[src/rtl/rat_flush_ctrl_pkg.sv]
// rat_flush_ctrl_pkg
//   Shared definitions for the RAT flush/recovery controller and the walk
//   counters that future checkpoint walkers will reuse.
//   - rat_flush_state_t : recovery FSM states (IDLE, WALK, DONE)
//   - ARCH_REG_NUM      : number of architectural registers
//   - ARCH_REG_W        : width of an architectural register index
//   - walk_width()      : counter width for a given number of walk groups
package rat_flush_ctrl_pkg;

  localparam int ARCH_REG_NUM = 32;
  localparam int ARCH_REG_W   = 5;

  typedef enum logic [1:0] {
    IDLE = 2'd0,
    WALK = 2'd1,
    DONE = 2'd2
  } rat_flush_state_t;

  // A walk of a single group still needs a 1-bit counter.
  function automatic int walk_width(input int groups);
    return (groups > 1) ? $clog2(groups) : 1;
  endfunction

endpackage

[src/rtl/rat_flush_ctrl_walk_cnt.sv]
// rat_walk_cnt
//   Modulo counter with synchronous clear, increment and a terminal-count
//   flag. Counts 0..TERM and wraps back to 0 on an increment at TERM.
//   Clear has priority over increment.
// Ports:
//   clk     in  clock
//   rst_n   in  asynchronous active-low reset (counter -> 0)
//   clr_i   in  force the counter to 0 next cycle
//   inc_i   in  advance the counter by one (modulo TERM+1)
//   cnt_o   out current count
//   last_o  out count equals TERM
module rat_walk_cnt #(
  parameter int TERM = 7,
  parameter int W    = 3
) (
  input  logic         clk,
  input  logic         rst_n,
  input  logic         clr_i,
  input  logic         inc_i,
  output logic [W-1:0] cnt_o,
  output logic         last_o
);

  localparam logic [W-1:0] TERM_V = W'(TERM);

  logic [W-1:0] cnt_q;
  logic [W-1:0] cnt_d;

  always_comb begin
    cnt_d = cnt_q;
    if (clr_i) begin
      cnt_d = '0;
    end else if (inc_i) begin
      cnt_d = (cnt_q == TERM_V) ? '0 : cnt_q + W'(1);
    end
  end

  always_ff @(posedge clk or negedge rst_n) begin
    if (!rst_n) begin
      cnt_q <= '0;
    end else begin
      cnt_q <= cnt_d;
    end
  end

  assign cnt_o  = cnt_q;
  assign last_o = (cnt_q == TERM_V);

endmodule

[src/rtl/rat_flush_ctrl.sv]
// rat_flush_ctrl
//   Owns the RAT write ports. In normal operation rename writes and commit
//   clears from decode/ROB are forwarded unchanged. On a ROB flush all new
//   traffic is dropped, decode is stalled, and the RAT is walked CLR_LANES
//   entries per cycle forcing every entry valid; a one-cycle flush_done
//   pulse then marks the RAT as recovered.
// Optional build macro: RAT_FLUSH_PERF_EN adds saturating 32-bit counters
//   perf_flush_cnt (flush_done pulses) and perf_stall_cycles (cycles with
//   dec_stall high).
// Ports:
//   clk, rst_n                      clock, async active-low reset
//   flush_req                       single-cycle flush pulse from ROB
//   flush_done                      single-cycle pulse, RAT recovered
//   dec_stall                       decode must hold its instruction
//   dec_rd_wr/addr/rob_id           rename request from decode
//   cmt_valid/rd_addr/rob_id        commit from ROB
//   rat_rd_wr/rd_addr/rob_id        rename write to RAT
//   rat_commit/cm_rd_addr/cm_rob_id commit to RAT
//   rat_clr_en, rat_clr_base        force-valid of one aligned entry group
//   perf_flush_cnt, perf_stall_cycles (RAT_FLUSH_PERF_EN only)
//   dbg_state                       current FSM state for observation
//
// Handshake: every request input is a single-cycle qualifier (no ready);
// the matching RAT output is asserted in the same cycle when forwarded, and
// the request is simply dropped when not forwarded (flush or walk).
module rat_flush_ctrl
  import rat_flush_ctrl_pkg::*;
#(
  parameter int REG_NUM   = ARCH_REG_NUM,
  parameter int ROB_PTR_W = 4,
  parameter int CLR_LANES = 4,
  parameter int WALK_W    = walk_width(REG_NUM / CLR_LANES)
) (
  input  logic                  clk,
  input  logic                  rst_n,
  input  logic                  flush_req,
  output logic                  flush_done,
  output logic                  dec_stall,
  input  logic                  dec_rd_wr,
  input  logic [ARCH_REG_W-1:0] dec_rd_addr,
  input  logic [ROB_PTR_W-1:0]  dec_rob_id,
  input  logic                  cmt_valid,
  input  logic [ARCH_REG_W-1:0] cmt_rd_addr,
  input  logic [ROB_PTR_W-1:0]  cmt_rob_id,
  output logic                  rat_rd_wr,
  output logic [ARCH_REG_W-1:0] rat_rd_addr,
  output logic [ROB_PTR_W-1:0]  rat_rob_id,
  output logic                  rat_commit,
  output logic [ARCH_REG_W-1:0] rat_cm_rd_addr,
  output logic [ROB_PTR_W-1:0]  rat_cm_rob_id,
  output logic                  rat_clr_en,
  output logic [ARCH_REG_W-1:0] rat_clr_base,
`ifdef RAT_FLUSH_PERF_EN
  output logic [31:0]           perf_flush_cnt,
  output logic [31:0]           perf_stall_cycles,
`endif
  output logic [1:0]            dbg_state
);

  localparam int WALK_GROUPS = REG_NUM / CLR_LANES;
  localparam int LANE_SH     = $clog2(CLR_LANES);

  rat_flush_state_t  state_q;
  logic              clr_en_q;
  logic              done_q;
  logic [WALK_W-1:0] walk_cnt;
  logic              walk_last;
  logic              fwd_en;

  // Every flush restarts the walk from group 0, whatever the state.
  rat_walk_cnt #(
    .TERM (WALK_GROUPS - 1),
    .W    (WALK_W)
  ) u_walk_cnt (
    .clk    (clk),
    .rst_n  (rst_n),
    .clr_i  (flush_req),
    .inc_i  (state_q == WALK),
    .cnt_o  (walk_cnt),
    .last_o (walk_last)
  );

  // Recovery FSM. clr_en_q/done_q are registered copies of "next state is
  // WALK/DONE" so the RAT sees clean, glitch-free controls.
  always_ff @(posedge clk or negedge rst_n) begin
    if (!rst_n) begin
      state_q  <= IDLE;
      clr_en_q <= 1'b0;
      done_q   <= 1'b0;
    end else begin
      case (state_q)
        IDLE: begin
          if (flush_req) begin
            state_q  <= WALK;
            clr_en_q <= 1'b1;
            done_q   <= 1'b0;
          end else begin
            state_q  <= IDLE;
            clr_en_q <= 1'b0;
            done_q   <= 1'b0;
          end
        end
        WALK: begin
          if (flush_req) begin
            state_q  <= WALK;
            clr_en_q <= 1'b1;
            done_q   <= 1'b0;
          end else if (walk_last) begin
            state_q  <= DONE;
            clr_en_q <= 1'b0;
            done_q   <= 1'b1;
          end else begin
            state_q  <= WALK;
            clr_en_q <= 1'b1;
            done_q   <= 1'b0;
          end
        end
        DONE: begin
          if (flush_req) begin
            state_q  <= WALK;
            clr_en_q <= 1'b1;
            done_q   <= 1'b0;
          end else begin
            state_q  <= IDLE;
            clr_en_q <= 1'b0;
            done_q   <= 1'b0;
          end
        end
        default: begin
          state_q  <= IDLE;
          clr_en_q <= 1'b0;
          done_q   <= 1'b0;
        end
      endcase
    end
  end

  // A flush kills any rename/commit presented in the same cycle.
  assign fwd_en = (state_q == IDLE) & ~flush_req;

  assign rat_rd_wr      = fwd_en & dec_rd_wr;
  assign rat_rd_addr    = dec_rd_addr;
  assign rat_rob_id     = dec_rob_id;
  assign rat_commit     = fwd_en & cmt_valid;
  assign rat_cm_rd_addr = cmt_rd_addr;
  assign rat_cm_rob_id  = cmt_rob_id;

  assign dec_stall = flush_req | (state_q != IDLE);

  // A new flush arriving in DONE means the RAT is about to be walked again,
  // so recovery is not reported.
  assign flush_done = done_q & ~flush_req;

  assign rat_clr_en   = clr_en_q;
  assign rat_clr_base = ARCH_REG_W'(walk_cnt) << LANE_SH;

  assign dbg_state = state_q;

`ifdef RAT_FLUSH_PERF_EN
  logic [31:0] perf_flush_q;
  logic [31:0] perf_stall_q;

  always_ff @(posedge clk or negedge rst_n) begin
    if (!rst_n) begin
      perf_flush_q <= '0;
      perf_stall_q <= '0;
    end else begin
      if (flush_done && (perf_flush_q != '1)) begin
        perf_flush_q <= perf_flush_q + 32'd1;
      end
      if (dec_stall && (perf_stall_q != '1)) begin
        perf_stall_q <= perf_stall_q + 32'd1;
      end
    end
  end

  assign perf_flush_cnt    = perf_flush_q;
  assign perf_stall_cycles = perf_stall_q;
`endif

endmodule

[config.mk]
export PLATFORM = sky130hd
export DESIGN_NAME = rat_flush_ctrl
export DESIGN_NICKNAME = d
export VERILOG_FILES = /design/src/rtl/rat_flush_ctrl_pkg.sv /design/src/rtl/rat_flush_ctrl_walk_cnt.sv /design/src/rtl/rat_flush_ctrl.sv
export SDC_FILE = /design/constraint.sdc
export NUM_CORES = 1
export LEC_CHECK = 0
export CAP_MARGIN = 40
export CORE_UTILIZATION = 27
export DETAILED_ROUTE_END_ITERATION = 10
export GPL_TIMING_DRIVEN = 0
export PLACE_DENSITY = 0.94
export SLEW_MARGIN = 20
export SYNTH_ARGS = -nofsm -noshare
export SYNTH_HDL_FRONTEND = slang
export SYNTH_SLANG_ARGS = --single-unit
[constraint.sdc]
create_clock -name clk -period 2.8 [get_ports clk]
set_input_delay 0.28 -clock clk [delete_from_list [all_inputs] [get_ports clk]]
set_output_delay 0.28 -clock clk [all_outputs]
set_load 0.1 [all_outputs]
; ---- After elaboration in Yosys (flattened, before gate mapping)
; Index checks and enable logic that the tools add are counted.
[totals]
regBits = 7
input_bits = 23
elab_cells = 32
[op_classes]
mux = 14
eq_ne = 3
n_bitwise = 6
reduce_logical = 4
add_sub_neg = 1
[ops]
columns = op, n
row1 = $mux 3, 3
row2 = $mux 1, 7
row3 = $and 1x1->1, 4
row4 = $mux 2, 2
row5 = $pmux 2 s2, 1
row6 = $reduce_bool 2->1, 2
row7 = $add 3x1->3 const B, 1
row8 = $eq 3x3->1 const B, 1
row9 = $eq 2x1->1 const B, 1
row10 = $eq 2x2->1 const B, 1
row11 = $logic_not 2->1, 1
row12 = $pmux 1 s2, 1
row13 = $reduce_or 2->1, 1
row14 = $not 1->1, 1
row15 = $or 1x1->1, 1

; ---- Depth between registers and ports, before layout
[depth]
word_depth = 4
depth_mapped = 5
depth_no_buf = 5

; ---- By module
; A second synthesis with hierarchy kept.
[hier_totals]
cells_unflattened = 49
area_unflattened_um2 = 499.2
[modules_own_cells]
columns = mod, cells_per_inst, instances, area_each_um2
row1 = rat_flush_ctrl, 36, 1, 344.1
row2 = rat_walk_cnt, 13, 1, 155.1

; ---- Worst setup path after synthesis
; Ideal clock, no wire load.
[synth_timing]
path_kind = register -> output
startpoint = reg state_q[0], in the netlist dbg_state[0]
endpoint = out dec_stall
t_arrival_ns = 1.793
t_required_ns = 2.520
path_stages_with_launch = 3
slack_ns = 0.727
path_buffers = 0
path_cell_list = dfrtp_1 nor3_1 inv_1
[synth_via]
elab_chain_len = 2
[synth_rtl]
columns = item, line
row1 = from (decl), rat_flush_ctrl.sv:63  ; rat_flush_state_t state_q;
row2 = from (signal assigned), rat_flush_ctrl.sv:87  ; state_q <= IDLE;
row3 = from (signal assigned), rat_flush_ctrl.sv:94  ; state_q <= WALK;
row4 = from (signal assigned), rat_flush_ctrl.sv:98  ; state_q <= IDLE;
row5 = $reduce_bool 2->1, rat_flush_ctrl.sv:148  ; assign dec_stall = flush_req | (state_q != IDLE);
row6 = $or 1x1->1, rat_flush_ctrl.sv:148
row7 = to (decl), rat_flush_ctrl.sv:38  ; output logic dec_stall,
; Every way passes these cells.

; ---- Worst setup path after layout
[layout_timing]
startpoint = in flush_req
endpoint = out rat_rd_wr
[layout_via]
elab_chain_len = 3
[layout_rtl]
columns = item, line
row1 = from (decl), rat_flush_ctrl.sv:36  ; input logic flush_req,
row2 = $not 1->1, rat_flush_ctrl.sv:139  ; assign fwd_en = (state_q == IDLE) & ~flush_req;
row3 = $and 1x1->1, rat_flush_ctrl.sv:139
row4 = $and 1x1->1, rat_flush_ctrl.sv:141  ; assign rat_rd_wr = fwd_en & dec_rd_wr;
row5 = to (decl), rat_flush_ctrl.sv:45  ; output logic rat_rd_wr,
; Every way passes these cells.

==> results_dict.tcl <==
set metrics [dict create \
    hold_viol 0 \
    syn_to_final_growth_pct 183 \
    route.antenna.remaining_nets 0 \
    synth_area_per_cell_um2 9.02 \
    final_max_slew_viol_count 0 \
    gp_routability_congestion 0.704 \
    dr.pass1.iters 3 \
    syn-instance-count 48 \
    initial_core_util_pct 28.7 \
    cts_htree_levels 1 \
    cts_setup_buffers 0 \
    drt-total-wl_um 1350 \
    fin_area_um2 1220 \
    finalClockSkew_ps 0.305 \
    worst_ep_arrival_time_ps 2110 \
    dr.first_iter.drc_count 4 \
    synth.cell_area_um2 433 \
    dieArea_um2 1770 \
    cp.required_ps 2520 \
    layout-drive-gt1-share_pct 50.4 \
    die_h_um 42.0 \
    final_hpwl_from_detailed_placement_um 1230 \
    critical_path.endpoint_type "primary output" \
    via_count 523 \
    floorplan.die.width_um 42.0 \
    floorplan.rows 14 \
    root_buffer "sky130_fd_sc_hd__clkbuf_4" \
    clock.fmax_mhz 419 \
    grt_pass1_vias 548 \
    floorplan.io_pins 53 \
    status "complete, no violations" \
    ys_seq_area_share_pct 28.9 \
    finish.net_count 139 \
    sum_of_overflow_across_all_layers_after_global_routing 0 \
    layout_worst_path_cycle_share_pct 85.3 \
    avgViaCountPerCell 4.05 \
    placed_cell_area_um2 1200 \
    netlist-cell-type-count 13 \
    clock_tree.buffer_depth 2 \
    power_per_cell_area_nw_per_um2 374 \
    postCtsResizedCells 0 \
    worst_skew_pair_later_pin_latency_ps 240 \
    crit_path_start_kind "input port" \
    ys_ff_latch 5 \
    tritoncts "done" \
    rsz0062_at_grt "false" \
    drc_markers 0 \
    setup.worst_path.class "in2out" \
    io_buffers 32 \
    clk_transition_reported_paths_ps 40 \
    fin_util_pct 81.2 \
    ir_drop_uv 294 \
    grt_usage_pct 16.3 \
    fin_crit_ps 2390 \
    cts_inserted_buffers 3 \
    cts.sinks 5 \
    grt_pass1_wl_um 2170 \
    p_leak_uw 0.000581 \
    setup-tns-final_ps 0 \
    grt_antenna_before_repair 0 \
    synth_warnings 0 \
    cts.hold.buffers_added 0 \
    antennaDiodeCount 0 \
    setup_violations 0 \
    timing.critical_path.fanout_max 7 \
    coreArea_um2 1510 \
    drv_cap 0 \
    pin_count_of_the_biggest_net_entering_global_routing 8 \
    drt-wirelength-per-cell_um 10.4 \
    min_path_type "in2async" \
]
cell usage in the layout (no fill, tap or decap), types with 3 or more instances in the layout:
cell / netlist / routed
sky130_fd_sc_hd__clkdlybuf4s50_1: 0 / 32
sky130_fd_sc_hd__buf_8: 0 / 28
sky130_fd_sc_hd__buf_4: 22 / 22
sky130_fd_sc_hd__dfrtp_1: 5 / 5
sky130_fd_sc_hd__nor2_1: 4 / 4
sky130_fd_sc_hd__mux2i_1: 3 / 3
sky130_fd_sc_hd__clkbuf_4: 0 / 3
flip-flops by register name (all words and copies together), names as in the netlist:
signal and count:
dbg_state 1, done_q 1, u_walk_cnt.cnt_o 3
routing by layer:
metal	share of wire (%)	global-route usage (%)	vias to the layer above
li1	-	-	256
met1	31	13.6	243
met2	63	34.1	22
met3	5.1	3.45	2
met4	0.89	8.75	0
met5	0	0	-
layout make-up:
type / count / area (µm²)
Clock buffer: 4 / 26.3
Sequential cell: 5 / 125
Buffer: 22 / 165
Multi-Input combinational cell: 20 / 139
Timing Repair Buffer: 60 / 741
Fill cell: 98 / 283
Inverter: 2 / 7.51
Tap cell: 16 / 20.0
path summary, 6_finish.rpt:
kind	from	to	slack, ps	cells past startpoint
worst min-delay path	rst_n	dbg_state[0]	250	1
worst max-delay path	flush_req	rat_rd_wr	410	5
worst min register to register	done_q	done_q	530	1
min in group clk	done_q	done_q	530	1
worst max register to register	u_walk_cnt.cnt_o[0]	u_walk_cnt.cnt_o[2]	1580	4
max in group asynchronous	rst_n	u_walk_cnt.cnt_o[2]	2370	1
critical path, cell delays in order:
cell	delay [ps]
sky130_fd_sc_hd__clkdlybuf4s50_1	520
sky130_fd_sc_hd__nor3_1	380
sky130_fd_sc_hd__and2_2	200
sky130_fd_sc_hd__clkdlybuf4s50_1	520
sky130_fd_sc_hd__buf_8	210
power breakdown:
part           switching (µW)  total, µW  internal, µW
sequential               4.73       82.0          77.3
combinational             183        292           109
clock                    29.4       83.3          53.9
total                     218        458           240
per-stage QoR:
step	setup slack (ps)	total power, µW	std cells	hold slack (ps)
final	413	458	129	251
after global routing	350	476	129	257
after CTS	423	465	129	243
after detailed placement	419	377	125	510
after global placement	140	311	97	503
after floorplan	727	267	49	-15.6
cell usage after synthesis:
library cell               count  area [µm²]
sky130_fd_sc_hd__buf_4        22         165
sky130_fd_sc_hd__dfrtp_1       5         125
sky130_fd_sc_hd__nor2_1        4        15.0
sky130_fd_sc_hd__mux2i_1       3        30.0
sky130_fd_sc_hd__a21oi_1       2        10.0
sky130_fd_sc_hd__and2_2        2        15.0
sky130_fd_sc_hd__ha_1          2        25.0
sky130_fd_sc_hd__inv_1         2        7.51
sky130_fd_sc_hd__nor3_1        2        10.0
sky130_fd_sc_hd__and2b_2       1        8.76
sky130_fd_sc_hd__conb_1        1        3.75
sky130_fd_sc_hd__nand2_1       1        3.75
sky130_fd_sc_hd__nand2b_4      1        13.8
logic make-up after synthesis:
kind of cell               after synthesis  share of synthesized area (%)
AOI/OAI and AO/OA                        2                           2.31
DFF                                      5                           28.9
adders and majority gates                2                           5.78
buffers and inverters                   24                           39.9
other                                    1                          0.866
and+or+nand+nor                         11                           15.3
muxes                                    3                           6.94
Power figures use the tool's default switching activity.
